## src/rtl/led_display_row_driver_if.sv

```systemverilog
// ============================================================================
// led_display_row_driver_if
// Row stream between the pattern generator and the LED row driver.
// Row layout (MSB first): top.red, top.green, top.blue, bot.red, bot.green,
// bot.blue, each NUM_COL_PIXELS wide, bit c = column c.
// Revision: 1.0 - initial release
// ============================================================================
`default_nettype none

interface led_display_row_driver_if #(
    parameter int NUM_COL_PIXELS = 64
);
    localparam int GL_RGB_ROW_W = 6 * NUM_COL_PIXELS;

    logic [GL_RGB_ROW_W-1:0] row_in;
    logic                    row_valid_in;
    logic                    row_ready_out;
    logic [3:0]              row_address_in;

    modport master (
        output row_in,
        output row_valid_in,
        output row_address_in,
        input  row_ready_out
    );

    modport slave (
        input  row_in,
        input  row_valid_in,
        input  row_address_in,
        output row_ready_out
    );
endinterface

`default_nettype wire

```

## src/rtl/led_display_row_driver.sv

```systemverilog
// ============================================================================
// led_display_row_driver
// Captures one top/bottom row pair and serialises it onto HUB75-style panel
// pins, then blanks, latches and displays the row before asking for the next.
// Revision: 1.0 - initial release
// ============================================================================
`default_nettype none

module led_display_row_driver #(
    parameter int SYS_CLK_FREQ     = 100_000_000,
    parameter int NUM_COL_PIXELS   = 64,
    parameter int BCLK_HALF_PERIOD = 2,
    parameter int BLANK_CYCLES     = 4,
    parameter int DISPLAY_CYCLES   = 256
) (
    input  wire logic                  clk_in,
    input  wire logic                  reset_in,
    led_display_row_driver_if.slave    row_port,
    output logic                       bclk_out,
    output logic [2:0]                 rgb_top_out,
    output logic [2:0]                 rgb_bot_out,
    output logic                       latch_out,
    output logic                       n_oe_out,
    output logic [3:0]                 address_out
);

    localparam int N         = NUM_COL_PIXELS;
    localparam int COL_W     = (N > 1) ? $clog2(N) : 1;
    localparam int PH_W      = (BCLK_HALF_PERIOD > 1) ? $clog2(BCLK_HALF_PERIOD) : 1;
    localparam int DWELL_MAX = (BLANK_CYCLES > DISPLAY_CYCLES) ? BLANK_CYCLES : DISPLAY_CYCLES;
    localparam int DW_W      = (DWELL_MAX > 1) ? $clog2(DWELL_MAX) : 1;

    localparam logic [COL_W-1:0] COL_LAST   = COL_W'(N - 1);
    localparam logic [PH_W-1:0]  PH_LAST    = PH_W'(BCLK_HALF_PERIOD - 1);
    localparam logic [DW_W-1:0]  BLANK_LAST = DW_W'(BLANK_CYCLES - 1);
    localparam logic [DW_W-1:0]  DISP_LAST  = DW_W'(DISPLAY_CYCLES - 1);

    typedef enum logic [2:0] {
        IDLE    = 3'd0,
        SHIFT   = 3'd1,
        BLANK   = 3'd2,
        LATCH   = 3'd3,
        DISPLAY = 3'd4
    } state_t;

    state_t           state;
    logic [COL_W-1:0] col;
    logic [COL_W-1:0] col_next;
    logic [PH_W-1:0]  phase;
    logic [DW_W-1:0]  dwell;
    logic [3:0]       pending_address;
    logic [N-1:0]     buf_tr, buf_tg, buf_tb, buf_br, buf_bg, buf_bb;

    // SYS_CLK_FREQ is informational only; this tie-off marks it as intentionally unreferenced.
    logic unused_sys_clk_freq;
    assign unused_sys_clk_freq = (SYS_CLK_FREQ != 0);

    assign col_next = col + COL_W'(1);

    // Row capture, bit-clock serialisation and blank/latch/display sequencing.
    always_ff @(posedge clk_in or posedge reset_in) begin
        if (reset_in) begin
            state                  <= IDLE;
            row_port.row_ready_out <= 1'b0;
            bclk_out               <= 1'b0;
            rgb_top_out            <= 3'b000;
            rgb_bot_out            <= 3'b000;
            latch_out              <= 1'b0;
            n_oe_out               <= 1'b1;
            address_out            <= 4'd0;
            col                    <= '0;
            phase                  <= '0;
            dwell                  <= '0;
            pending_address        <= 4'd0;
            {buf_tr, buf_tg, buf_tb, buf_br, buf_bg, buf_bb} <= '0;
        end else begin
            case (state)
                IDLE: begin
                    n_oe_out  <= 1'b1;
                    bclk_out  <= 1'b0;
                    latch_out <= 1'b0;
                    if (row_port.row_ready_out && row_port.row_valid_in) begin
                        row_port.row_ready_out <= 1'b0;
                        {buf_tr, buf_tg, buf_tb, buf_br, buf_bg, buf_bb} <= row_port.row_in;
                        pending_address <= row_port.row_address_in;
                        col             <= '0;
                        phase           <= '0;
                        // Column 0 goes out straight from the bus so the low
                        // phase of the first column starts on the accept edge.
                        rgb_top_out <= {row_port.row_in[5*N], row_port.row_in[4*N],
                                        row_port.row_in[3*N]};
                        rgb_bot_out <= {row_port.row_in[2*N], row_port.row_in[N],
                                        row_port.row_in[0]};
                        state <= SHIFT;
                    end else begin
                        row_port.row_ready_out <= 1'b1;
                    end
                end

                SHIFT: begin
                    if (phase == PH_LAST) begin
                        phase <= '0;
                        if (!bclk_out) begin
                            bclk_out <= 1'b1;
                        end else if (col == COL_LAST) begin
                            bclk_out    <= 1'b0;
                            dwell       <= '0;
                            address_out <= pending_address;
                            state       <= BLANK;
                        end else begin
                            bclk_out    <= 1'b0;
                            col         <= col_next;
                            rgb_top_out <= {buf_tr[col_next], buf_tg[col_next], buf_tb[col_next]};
                            rgb_bot_out <= {buf_br[col_next], buf_bg[col_next], buf_bb[col_next]};
                        end
                    end else begin
                        phase <= phase + PH_W'(1);
                    end
                end

                BLANK: begin
                    if (dwell == BLANK_LAST) begin
                        dwell     <= '0;
                        latch_out <= 1'b1;
                        state     <= LATCH;
                    end else begin
                        dwell <= dwell + DW_W'(1);
                    end
                end

                LATCH: begin
                    latch_out <= 1'b0;
                    n_oe_out  <= 1'b0;
                    dwell     <= '0;
                    state     <= DISPLAY;
                end

                DISPLAY: begin
                    if (dwell == DISP_LAST) begin
                        dwell                  <= '0;
                        n_oe_out               <= 1'b1;
                        row_port.row_ready_out <= 1'b1;
                        state                  <= IDLE;
                    end else begin
                        dwell <= dwell + DW_W'(1);
                    end
                end

                default: begin
                    state <= IDLE;
                end
            endcase
        end
    end

endmodule

`default_nettype wire

```

## src/flat_wrapper.sv

```systemverilog
// flat-port wrapper written by rule: the top's interface ports become plain ports
module led_display_row_driver_flat 
#(
    parameter int SYS_CLK_FREQ     = 100_000_000,
    parameter int NUM_COL_PIXELS   = 64,
    parameter int BCLK_HALF_PERIOD = 2,
    parameter int BLANK_CYCLES     = 4,
    parameter int DISPLAY_CYCLES   = 256
)
  (clk_in, reset_in, bclk_out, rgb_top_out, rgb_bot_out, latch_out, n_oe_out, address_out, row_port_row_in, row_port_row_valid_in, row_port_row_address_in, row_port_row_ready_out);
  led_display_row_driver_if #(.NUM_COL_PIXELS(NUM_COL_PIXELS)) row_port_i ();
  input  wire logic clk_in;
  input  wire logic reset_in;
  output logic bclk_out;
  output logic [2:0] rgb_top_out;
  output logic [2:0] rgb_bot_out;
  output logic latch_out;
  output logic n_oe_out;
  output logic [3:0] address_out;
  input wire logic [$bits(row_port_i.row_in)-1:0] row_port_row_in;
  input wire logic [$bits(row_port_i.row_valid_in)-1:0] row_port_row_valid_in;
  input wire logic [$bits(row_port_i.row_address_in)-1:0] row_port_row_address_in;
  output wire logic [$bits(row_port_i.row_ready_out)-1:0] row_port_row_ready_out;
  assign row_port_i.row_in = row_port_row_in;
  assign row_port_i.row_valid_in = row_port_row_valid_in;
  assign row_port_i.row_address_in = row_port_row_address_in;
  assign row_port_row_ready_out = row_port_i.row_ready_out;
  led_display_row_driver #(.SYS_CLK_FREQ(SYS_CLK_FREQ), .NUM_COL_PIXELS(NUM_COL_PIXELS), .BCLK_HALF_PERIOD(BCLK_HALF_PERIOD), .BLANK_CYCLES(BLANK_CYCLES), .DISPLAY_CYCLES(DISPLAY_CYCLES)) u_core (.clk_in(clk_in), .reset_in(reset_in), .row_port(row_port_i), .bclk_out(bclk_out), .rgb_top_out(rgb_top_out), .rgb_bot_out(rgb_bot_out), .latch_out(latch_out), .n_oe_out(n_oe_out), .address_out(address_out));
endmodule
```

## config.mk

```make
export PLATFORM = sky130hd
export DESIGN_NAME = led_display_row_driver_flat
export DESIGN_NICKNAME = d
export VERILOG_FILES = /design/src/rtl/led_display_row_driver_if.sv /design/src/rtl/led_display_row_driver.sv /design/src/flat_wrapper.sv
export SDC_FILE = /design/constraint.sdc
export NUM_CORES = 1
export LEC_CHECK = 0
export CORE_MARGIN = 2
export CORE_UTILIZATION = 47
export DETAILED_ROUTE_END_ITERATION = 10
export GPL_ROUTABILITY_DRIVEN = 0
export MAX_ROUTING_LAYER = met4
export PLACE_DENSITY = 0.83
export SYNTH_ARGS = -nofsm -noshare
export SYNTH_HDL_FRONTEND = slang
export SYNTH_SLANG_ARGS = --single-unit
```

## constraint.sdc

```tcl
create_clock -name clk_in -period 14.53 [get_ports clk_in]
set_input_delay 3.6325 -clock clk_in [delete_from_list [all_inputs] [get_ports clk_in]]
set_output_delay 3.6325 -clock clk_in [all_outputs]
set_load 0.02 [all_outputs]
```

==> flow_summary.json, run 1 <==
{
  "insertion_delay_ps": 560,
  "grt_remaining_overflow": 0,
  "path_class": "input port to flip-flop",
  "synth.avg_cell_area_um2": 15.05,
  "ctsHoldBuffers": 0,
  "outcome": "complete, no violations",
  "track_usage": 0.2448,
  "clk_pin_slew_ps": 60,
  "ys_seq_elements": 420,
  "syn_nets": 1678,
  "fillers": 3024,
  "yosys.area.top_type": "dfrtp_1",
  "antenna_found_initial": 9,
  "synth_top_cell_area_share": 0.5422,
  "slew_headroom": 0.2075,
  "clk_path_buf_depth": 3,
  "grt_pass1_vias": 13680,
  "synth_common_cells": "dfrtp_1, mux2_2, mux4_2",
  "p_leak_nw": 10.25,
  "p_per_area_nw_per_um2": 215.8,
  "post_cts_resized": 0,
  "yosysUniqueCellTypes": 60,
  "fin_hold_ws_ps": 497.8,
  "crit_slowest_cell": "buf_4",
  "syn-cell-area_um2": 19340,
  "synth-edff-count": 0,
  "end_kind": "flip-flop",
  "root_buffer": "clkbuf_16",
  "final.min_clock_period_ps": 6949,
  "vdd_drop_max_uv": 145.0,
  "coreArea_um2": 40740,
  "hold_violations": 0,
  "hold_path.class": "flip-flop to flip-flop",
  "cts_sinks": 420,
  "ios": 405,
  "firstDrtPassIters": 7,
  "slew_violations": 0,
  "die_area_um2": 42780,
  "clkPwrFrac": 0.215,
  "synth-async-reset-ratio": 1.000,
  "tightest_slew_ps": 1189,
  "cp_max_fo": 84,
  "grt_max_degree": 184,
  "cpPeakStageDelay_ps": 940,
  "synth_top_flop_cell": "dfrtp_1",
  "rrSetupSlack_ps": 10250,
  "via_per_inst": 5.603,
  "cpMostUsedCell": "buf_4",
  "path_cells": "clkdlybuf4s50_1 -> nand2_1 -> nor3_2 -> buf_4 -> buf_4 -> buf_4 -> mux2_2",
  "row_count": 74,
  "crit_family": "buffers and inverters",
  "numPortBuffers": 404,
  "groute.layer.met3.usage": 0.05683,
  "start_util": 0.4747,
  "setup_violations": 0,
  "yosysMostFrequentCell": "dfrtp_1",
  "routed_wl_um": 50990,
  "ant_nets": 0,
  "p_comb_frac": 0.402,
  "ys_warn_count": 0,
  "use_met1": 0.2967,
  "die_y_um": 206.8,
  "drive_gt1_frac": 0.3416,
  "finalCritPeriodShare": 0.4782,
  "cap_viol_max_count": 0,
  "p_sw_mw": 1.727,
  "worstPathRequired_ps": 14970,
  "cts_tree": "done",
  "final_net_count": 2059,
  "synth_area_leaders": "dfrtp_1, mux2_2, mux4_2, mux4_1, buf_2",
  "seq_power_share": 0.383,
  "critPathBufInv": 4,
  "finClkSkew_ps": 9.828,
  "h-tree-depth": 2,
  "critPathLaunchType": "input port",
  "synthCells": 1285,
  "timing.fmax_mhz": 143.9,
  "die_width_um": 206.8,
  "met2_usage": 0.4013,
  "syn_to_final_growth_pct": 30.47,
  "p_int_mw": 3.716,
  "drt_iter0_markers": 746,
  "wl_per_cell_um": 22.75,
  "drc": 0,
  "arrival_ps": 7390,
  "vias": 12560,
  "top_usage_layer": "met2",
  "cts_made_buffers": 47,
  "grt_pass1_wl_um": 77120,
  "yosysSeqAreaShare": 0.5436,
  "p_sw_frac": 0.3173,
  "hpwl_um": 35440,
  "rsz0062_at_grt": "false",
  "tns_ps": 0,
  "postCtsSetupRepairBufs": 0
}
==> metal layers <==
metal  vias up  routed length, um
met5         -                  0
met4         0               1564
met3       103               3520
met2       409              25320
met1      6489              20590
li1       5556                  -
==> layout make-up <==
cell class                 count  area [um^2]  share of cell area
sequential                   420        10520              0.4168
multi-input combinational    773         8293              0.3287
timing repair buffer         419         4182              0.1657
clock buffer                  73         1426             0.05654
tap                          532        665.6             0.02638
clock inverter                 8        97.59            0.003868
antenna                       11        27.53            0.001091
inverter                       5        22.52           0.0008927
==> worst paths after layout <==
kind                                               start                                end  cells past startpoint
max                                row_port_row_valid_in      u_core.buf_tb[31]$_DFFE_PP0P_                      7
min in group asynchronous                       reset_in      u_core.buf_tg[47]$_DFFE_PP0P_                      2
min reg2reg                u_core.buf_tg[59]$_DFFE_PP0P_      u_core.buf_tg[59]$_DFFE_PP0P_                      1
min                        u_core.buf_tg[59]$_DFFE_PP0P_      u_core.buf_tg[59]$_DFFE_PP0P_                      1
max reg2reg                    u_core.col[0]$_DFFE_PP0P_  u_core.rgb_top_out[2]$_DFFE_PP0P_                      8
max in group asynchronous                       reset_in      u_core.buf_tg[23]$_DFFE_PP0P_                      4
==> state kept, by name, indices dropped and copies added (netlist names) <==
signal / cells
u_core.rgb_top_out: 3
u_core.bclk_out: 1
u_core.latch_out: 1
u_core.col: 6
u_core.state: 3
u_core.buf_bb: 64
u_core.buf_br: 64
u_core.dwell: 8
u_core.n_oe_out: 1
u_core.buf_bg: 64
u_core.rgb_bot_out: 3
u_core.phase: 1
u_core.buf_tr: 64
u_core.pending_address: 4
u_core.buf_tg: 64
u_core.address_out: 4
u_core.buf_tb: 64
u_core.row_port.row_ready_out: 1
==> kinds of logic (layout without fill, tap and decap cells) <==
group	after synthesis	in the layout	synth area share
AOI/OAI and AO/OA	99	99	0.03675
xor gates and xnor gates	5	5	0.002653
adders and majority gates	2	2	0.001294
buffers and inverters	92	505	0.02963
DFF	420	420	0.5436
muxes	507	507	0.3480
other	0	11	0
and+or+nand+nor	160	160	0.03805
==> power by group through the flow <==
| stage | combinational [mW] | sequential (mW) | clock, mW |
|---|---|---|---|
| final | 2.19 | 2.08 | 1.17 |
| after global routing | 2.36 | 2.15 | 1.25 |
| after CTS | 2.23 | 2.08 | 1.20 |
| after detailed placement | 2.22 | 2.10 | 0 |
| after global placement | 2.15 | 2.05 | 0 |
| after floorplan | 1.74 | 1.96 | 0 |
==> cells in the final DEF, fill, tap and decap left out, types with 3 or more instances in the layout <==
| master | netlist | final |
|---|---|---|
| a21oi_1 | 8 | 7 |
| dfrtp_1 | 419 | 418 |
| clkdlybuf4s50_1 | 0 | 404 |
| clkbuf_1 | 5 | 13 |
| o211ai_1 | 4 | 4 |
| a211oi_1 | 11 | 11 |
| o22ai_1 | 13 | 13 |
| o211ai_2 | 3 | 3 |
| nand2b_1 | 5 | 5 |
| a221oi_1 | 3 | 3 |
| inv_1 | 5 | 4 |
| nor2_1 | 38 | 38 |
| mux4_2 | 75 | 75 |
| o31ai_1 | 4 | 4 |
| mux2_2 | 404 | 404 |
| and2_1 | 10 | 10 |
| clkbuf_16 | 0 | 49 |
| nand3_1 | 6 | 6 |
| o21ai_0 | 23 | 22 |
| a22oi_1 | 6 | 6 |
| nand2_1 | 71 | 71 |
| clkinv_2 | 0 | 4 |
| o221ai_1 | 5 | 5 |
| a32o_1 | 4 | 4 |
| nor2b_1 | 8 | 8 |
| clkbuf_8 | 0 | 11 |
| mux4_1 | 13 | 13 |
| and3_1 | 4 | 4 |
| mux2i_1 | 15 | 15 |
| diode_2 | 0 | 11 |
| or4_1 | 5 | 5 |
| buf_4 | 12 | 13 |
==> through the flow <==
stage	std cells	util	instance area (um^2)	power, mW	setup slack (ps)
floorplan	1285	-	19340	3.696	5233
global placement	2149	0.5812	23680	4.198	7092
detailed placement	2149	0.5812	23680	4.314	7047
CTS	2230	0.6186	25200	5.507	7643
global route	2239	0.6192	25220	5.756	7363
finish	2241	0.6193	25230	5.444	7581
==> worst reg2reg max path: cells and delay by family (launching register included) <==
family / cells / cell delay (ps)
and+or+nand+nor: 1 / 150
buffers and inverters: 2 / 1450
DFF: 1 / 920
AOI/OAI and AO/OA: 3 / 580
muxes: 1 / 610
adders and majority gates: 1 / 460
Note: power is estimated with default switching activity, not from simulation.
==> run 2: changes to the inputs <==
CORE_UTILIZATION = 52   (was 47)
PLACE_DENSITY = 0.87   (was 0.83)
clock period = 7.2 ns   (was 14.53 ns; I/O delays follow)
==> flow_summary.json, run 2 (synthesis gave the netlist of run 1 again) <==
{
  "tightest_slew_ps": 1118,
  "wl_per_cell_um": 23.49,
  "drt_iter0_markers": 817,
  "antenna_found_initial": 6,
  "p_comb_frac": 0.409,
  "hold_path.class": "flip-flop to flip-flop",
  "groute.layer.met3.usage": 0.06742,
  "die_width_um": 196.8,
  "crit_family": "buffers and inverters",
  "place_inst": 2084,
  "crit_slowest_cell": "buf_12",
  "die_y_um": 196.8,
  "place_area_um2": 23640,
  "hold_depth": 1,
  "end_kind": "flip-flop",
  "cts_tree": "done",
  "finalCritPeriodShare": 0.5330,
  "finalWorstSetupSlack_ps": 3362,
  "worstHoldStart": "u_core.buf_bg[6]$_DFFE_PP0P_",
  "row_count": 70,
  "finClkSkew_ps": 11.68,
  "fillers": 2447,
  "place_ws_ps": 2887,
  "met2_usage": 0.4446,
  "vdd_drop_max_uv": 264.3,
  "path_cells": "clkdlybuf4s50_1 -> nand2_1 -> nor3_2 -> buf_12 -> mux2_2",
  "via_per_inst": 5.805,
  "root_buffer": "clkbuf_16",
  "h-tree-depth": 2,
  "worstPathRequired_ps": 7630,
  "firstDrtPassIters": 5,
  "cpPeakStageDelay_ps": 640,
  "cp_max_fo": 185,
  "ctsHoldBuffers": 0,
  "grt_pass1_vias": 13610,
  "regToRegEndpoint": "u_core.rgb_top_out[1]$_DFFE_PP0P_",
  "p_sw_mw": 3.478,
  "numPortBuffers": 404,
  "clk_path_buf_depth": 3,
  "path_class": "input port to flip-flop",
  "hpwl_um": 34960,
  "top_usage_layer": "met2",
  "seq_power_share": 0.384,
  "syn_to_final_growth_pct": 29.74,
  "start_util": 0.5282,
  "grt_max_degree": 186,
  "clkPwrFrac": 0.207,
  "p_int_mw": 7.420,
  "rr_worst_depth": 7,
  "cts_sinks": 420,
  "critPathLaunchType": "input port",
  "hold_end": "u_core.buf_bg[6]$_DFFE_PP0P_",
  "grt_pass1_wl_um": 78260,
  "r2r_start": "u_core.col[0]$_DFFE_PP0P_",
  "grt_remaining_overflow": 0,
  "die_area_um2": 38750,
  "use_met1": 0.3404,
  "post_cts_resized": 0,
  "track_usage": 0.2745,
  "drc": 0,
  "p_per_area_nw_per_um2": 434.4,
  "critPathBufInv": 2,
  "postCtsSetupRepairBufs": 0,
  "final_common_cell": "dfrtp_1",
  "clk_pin_slew_ps": 60,
  "rrSetupSlack_ps": 3510,
  "insertion_delay_ps": 560,
  "routed_wl_um": 50900,
  "fin_cells": 2167,
  "drive_gt1_frac": 0.3449,
  "slew_violations": 0,
  "slew_headroom": 0.2545,
  "fin_hold_ws_ps": 499.0,
  "ant_nets": 0,
  "final_net_count": 2056,
  "outcome": "complete, no violations",
  "rsz0062_at_grt": "false",
  "hold_violations": 0,
  "cts_made_buffers": 45,
  "cap_viol_max_count": 0,
  "arrival_ps": 4270,
  "final.min_clock_period_ps": 3838,
  "vias": 12580,
  "ios": 405,
  "setup_violations": 0,
  "p_leak_nw": 10.23,
  "fin_area_um2": 25090,
  "coreArea_um2": 36610,
  "p_sw_frac": 0.3191,
  "most-common-layout-cells": "dfrtp_1, mux2_2, clkdlybuf4s50_1, mux4_2, nand2_1",
  "timing.fmax_mhz": 260.6
}
[run 2: changes by cell type in the layout (fill, tap and decap cells not counted), sizes merged]
cell and delta:
clkinv +8, buf -1, diode -5, clkbuf -12
[run 2: final cells by class]
class / instances / area [um^2] / area share
sequential: 420 / 10520 / 0.4191
clock buffer: 61 / 1296 / 0.05167
inverter: 5 / 22.52 / 0.0008977
multi-input combinational: 773 / 8297 / 0.3307
timing repair buffer: 418 / 4224 / 0.1684
antenna: 6 / 15.01 / 0.0005984
tap: 468 / 585.6 / 0.02334
clock inverter: 16 / 133.9 / 0.005336
[run 2: how the worst max path moves through the flow]
stage	start	to	slack [ps]	cells after the start
after floorplan	reset_in	u_core.address_out[0]$_DFFE_PP0P_	-260	1
after global placement	row_port_row_valid_in	u_core.buf_br[31]$_DFFE_PP0P_	2950	5
after detailed placement	row_port_row_valid_in	u_core.buf_br[30]$_DFFE_PP0P_	2890	5
after CTS	u_core.col[0]$_DFFE_PP0P_	u_core.rgb_bot_out[1]$_DFFE_PP0P_	3370	7
after global routing	u_core.col[0]$_DFFE_PP0P_	u_core.rgb_bot_out[1]$_DFFE_PP0P_	3260	7
final	row_port_row_valid_in	u_core.buf_tg[20]$_DFFE_PP0P_	3360	5
[run 2: through the flow]
stage	TNS (ps)	power (mW)	utilization
floorplan	-110910	7.460	-
global placement	0	8.491	0.6458
detailed placement	0	8.710	0.6458
CTS	0	11.00	0.6849
global route	0	11.51	0.6853
finish	0	10.90	0.6853
[run 2: power by group through the flow]
| stage | combinational [mW] | clock, mW | sequential [mW] |
|---|---|---|---|
| 2_1_floorplan | 3.51 | 0 | 3.95 |
| 3_3_place_gp | 4.38 | 0 | 4.11 |
| 3_5_place_dp | 4.50 | 0 | 4.21 |
| 4_1_cts | 4.53 | 2.30 | 4.18 |
| 5_1_grt | 4.80 | 2.40 | 4.31 |
| 6_report | 4.46 | 2.25 | 4.18 |
[run 2: routing by layer]
layer,wire length [um],part of all wire
met1,20450,0.40
met3,3757,0.074
met4,1506,0.030
met2,25190,0.49
met5,0,0
==> run 3: changes to the inputs <==
clock period = 3.9 ns   (was 7.2 ns; I/O delays follow)
==> flow_summary.json, run 3 (synthesis gave the netlist of run 1 again) <==
{
  "drt_iter0_markers": 808,
  "fin_cells": 2192,
  "cap_viol_max_count": 0,
  "place_area_um2": 23900,
  "cpPeakStageDelay_ps": 810,
  "h-tree-depth": 2,
  "timing.fmax_mhz": 326.5,
  "insertion_delay_ps": 560,
  "r2r_start": "u_core.col[0]$_DFFE_PP0P_",
  "rsz0062_at_grt": "false",
  "routed_wl_um": 51920,
  "outcome": "complete, no violations",
  "grt_pass1_vias": 13680,
  "worstHoldStart": "u_core.buf_bb[1]$_DFFE_PP0P_",
  "critPathLaunchType": "flip-flop",
  "hold_end": "u_core.buf_bb[1]$_DFFE_PP0P_",
  "firstDrtPassIters": 5,
  "final.min_clock_period_ps": 3063,
  "cp_max_fo": 87,
  "setup_violations": 0,
  "rrSetupSlack_ps": 840,
  "root_buffer": "clkbuf_16",
  "cts_made_buffers": 45,
  "final_net_count": 2075,
  "grt_max_degree": 138,
  "p_total_mw": 20.42,
  "finClkSkew_ps": 16.00,
  "final_common_cell": "dfrtp_1",
  "drive_gt1_frac": 0.3510,
  "hold_violations": 0,
  "place_inst": 2103,
  "clk_pin_slew_ps": 60,
  "row_count": 70,
  "path_class": "flip-flop to flip-flop",
  "numPortBuffers": 404,
  "regToRegEndpoint": "u_core.rgb_top_out[1]$_DFFE_PP0P_",
  "most-common-layout-cells": "dfrtp_1, mux2_2, clkdlybuf4s50_1, mux4_2, nand2_1",
  "vdd_drop_max_uv": 495.4,
  "clk_path_buf_depth": 3,
  "grt_remaining_overflow": 0,
  "grt_pass1_wl_um": 79050,
  "tns_ps": 0,
  "p_per_area_nw_per_um2": 804.9,
  "slew_headroom": 0.2619,
  "track_usage": 0.2792,
  "die_y_um": 196.8,
  "die_width_um": 196.8,
  "hold_depth": 1,
  "rr_worst_depth": 7,
  "coreArea_um2": 36610,
  "postCtsSetupRepairBufs": 0,
  "hpwl_um": 36610,
  "finalCritPeriodShare": 0.7854,
  "p_leak_nw": 10.36,
  "arrival_ps": 3540,
  "drc": 0,
  "die_area_um2": 38750,
  "fin_area_um2": 25370,
  "crit_family": "compound AO/OA/AOI/OAI gates",
  "ios": 405,
  "cts_sinks": 420,
  "crit_slowest_cell": "a21oi_2",
  "end_kind": "flip-flop",
  "ant_nets": 0,
  "hold_path.class": "flip-flop to flip-flop",
  "post_cts_resized": 0,
  "cts_tree": "done",
  "slew_violations": 0,
  "via_per_inst": 5.778,
  "tightest_slew_ps": 1107,
  "vias": 12670,
  "wl_per_cell_um": 23.68,
  "critPathBufInv": 1,
  "syn_to_final_growth_pct": 31.20,
  "ctsHoldBuffers": 0,
  "start_util": 0.5282,
  "path_cells": "buf_12 -> and3_2 -> nor3b_1 -> a21oi_2 -> o22ai_1 -> or4_1 -> o211ai_1",
  "worstPathRequired_ps": 4380,
  "antenna_found_initial": 9
}
## run 3: cell types whose count changed in the layout (fill, tap and decap cells not counted), sizes merged
cell	delta
bufinv	+1
diode	+3
clkinvlp	+1
clkbuf	+1
buf	+19
## run 3: layer usage
metal | global-route usage | up-vias | part of all wire
met5 | - | - | 0
met4 | 0.1083 | 0 | 0.036
met3 | 0.06674 | 111 | 0.075
met2 | 0.4502 | 466 | 0.49
met1 | 0.3434 | 6498 | 0.40
li1 | - | 5590 | -
## run 3: per-stage QoR
step | util | worst slack (ps) | hold WS, ps
2_1_floorplan | - | -2740 | 472.0
3_3_place_gp | 0.6528 | 773.8 | 482.5
3_5_place_dp | 0.6528 | 765.2 | 488.1
4_1_cts | 0.6924 | 748.7 | 501.3
5_1_grt | 0.6930 | 734.9 | 511.2
6_report | 0.6930 | 837.0 | 496.5
## run 3: worst max path at each step
stage / from / endpoint / cells after the start
after global placement: u_core.col[0]$_DFFE_PP0P_ / u_core.rgb_top_out[1]$_DFFE_PP0P_ / 7
after detailed placement: u_core.col[0]$_DFFE_PP0P_ / u_core.rgb_top_out[1]$_DFFE_PP0P_ / 7
after CTS: u_core.col[0]$_DFFE_PP0P_ / u_core.rgb_top_out[1]$_DFFE_PP0P_ / 7
final: u_core.col[0]$_DFFE_PP0P_ / u_core.rgb_top_out[1]$_DFFE_PP0P_ / 7
after floorplan: reset_in / u_core.address_out[0]$_DFFE_PP0P_ / 1
after global routing: u_core.col[1]$_DFFE_PP0P_ / u_core.rgb_bot_out[1]$_DFFE_PP0P_ / 7
## run 3: power by group
group | internal (mW) | switching [mW] | leakage, nW
clock | 2.47 | 1.74 | 0.721
combinational | 4.91 | 3.60 | 4.59
sequential | 6.48 | 1.21 | 5.04
total | 13.9 | 6.55 | 10.4
## run 3: cell type report
| class | instances | area (um^2) |
|---|---|---|
| Antenna cell | 9 | 22.52 |
| Tap cell | 468 | 585.6 |
| Fill cell | 2412 | 11240 |
| Clock buffer | 62 | 1270 |
| Inverter | 5 | 22.52 |
| Clock inverter | 18 | 178.9 |
| Sequential cell | 420 | 10520 |
| Timing Repair Buffer | 437 | 4479 |
| Multi-Input combinational cell | 773 | 8297 |
## run 3: worst register-to-register path, stage by stage, from the launching register on
cell and delay [ps]:
dfrtp_4 440, buf_12 370, and3_2 360, nor3b_1 70, a21oi_2 810, o22ai_1 190, or4_1 570, o211ai_1 160
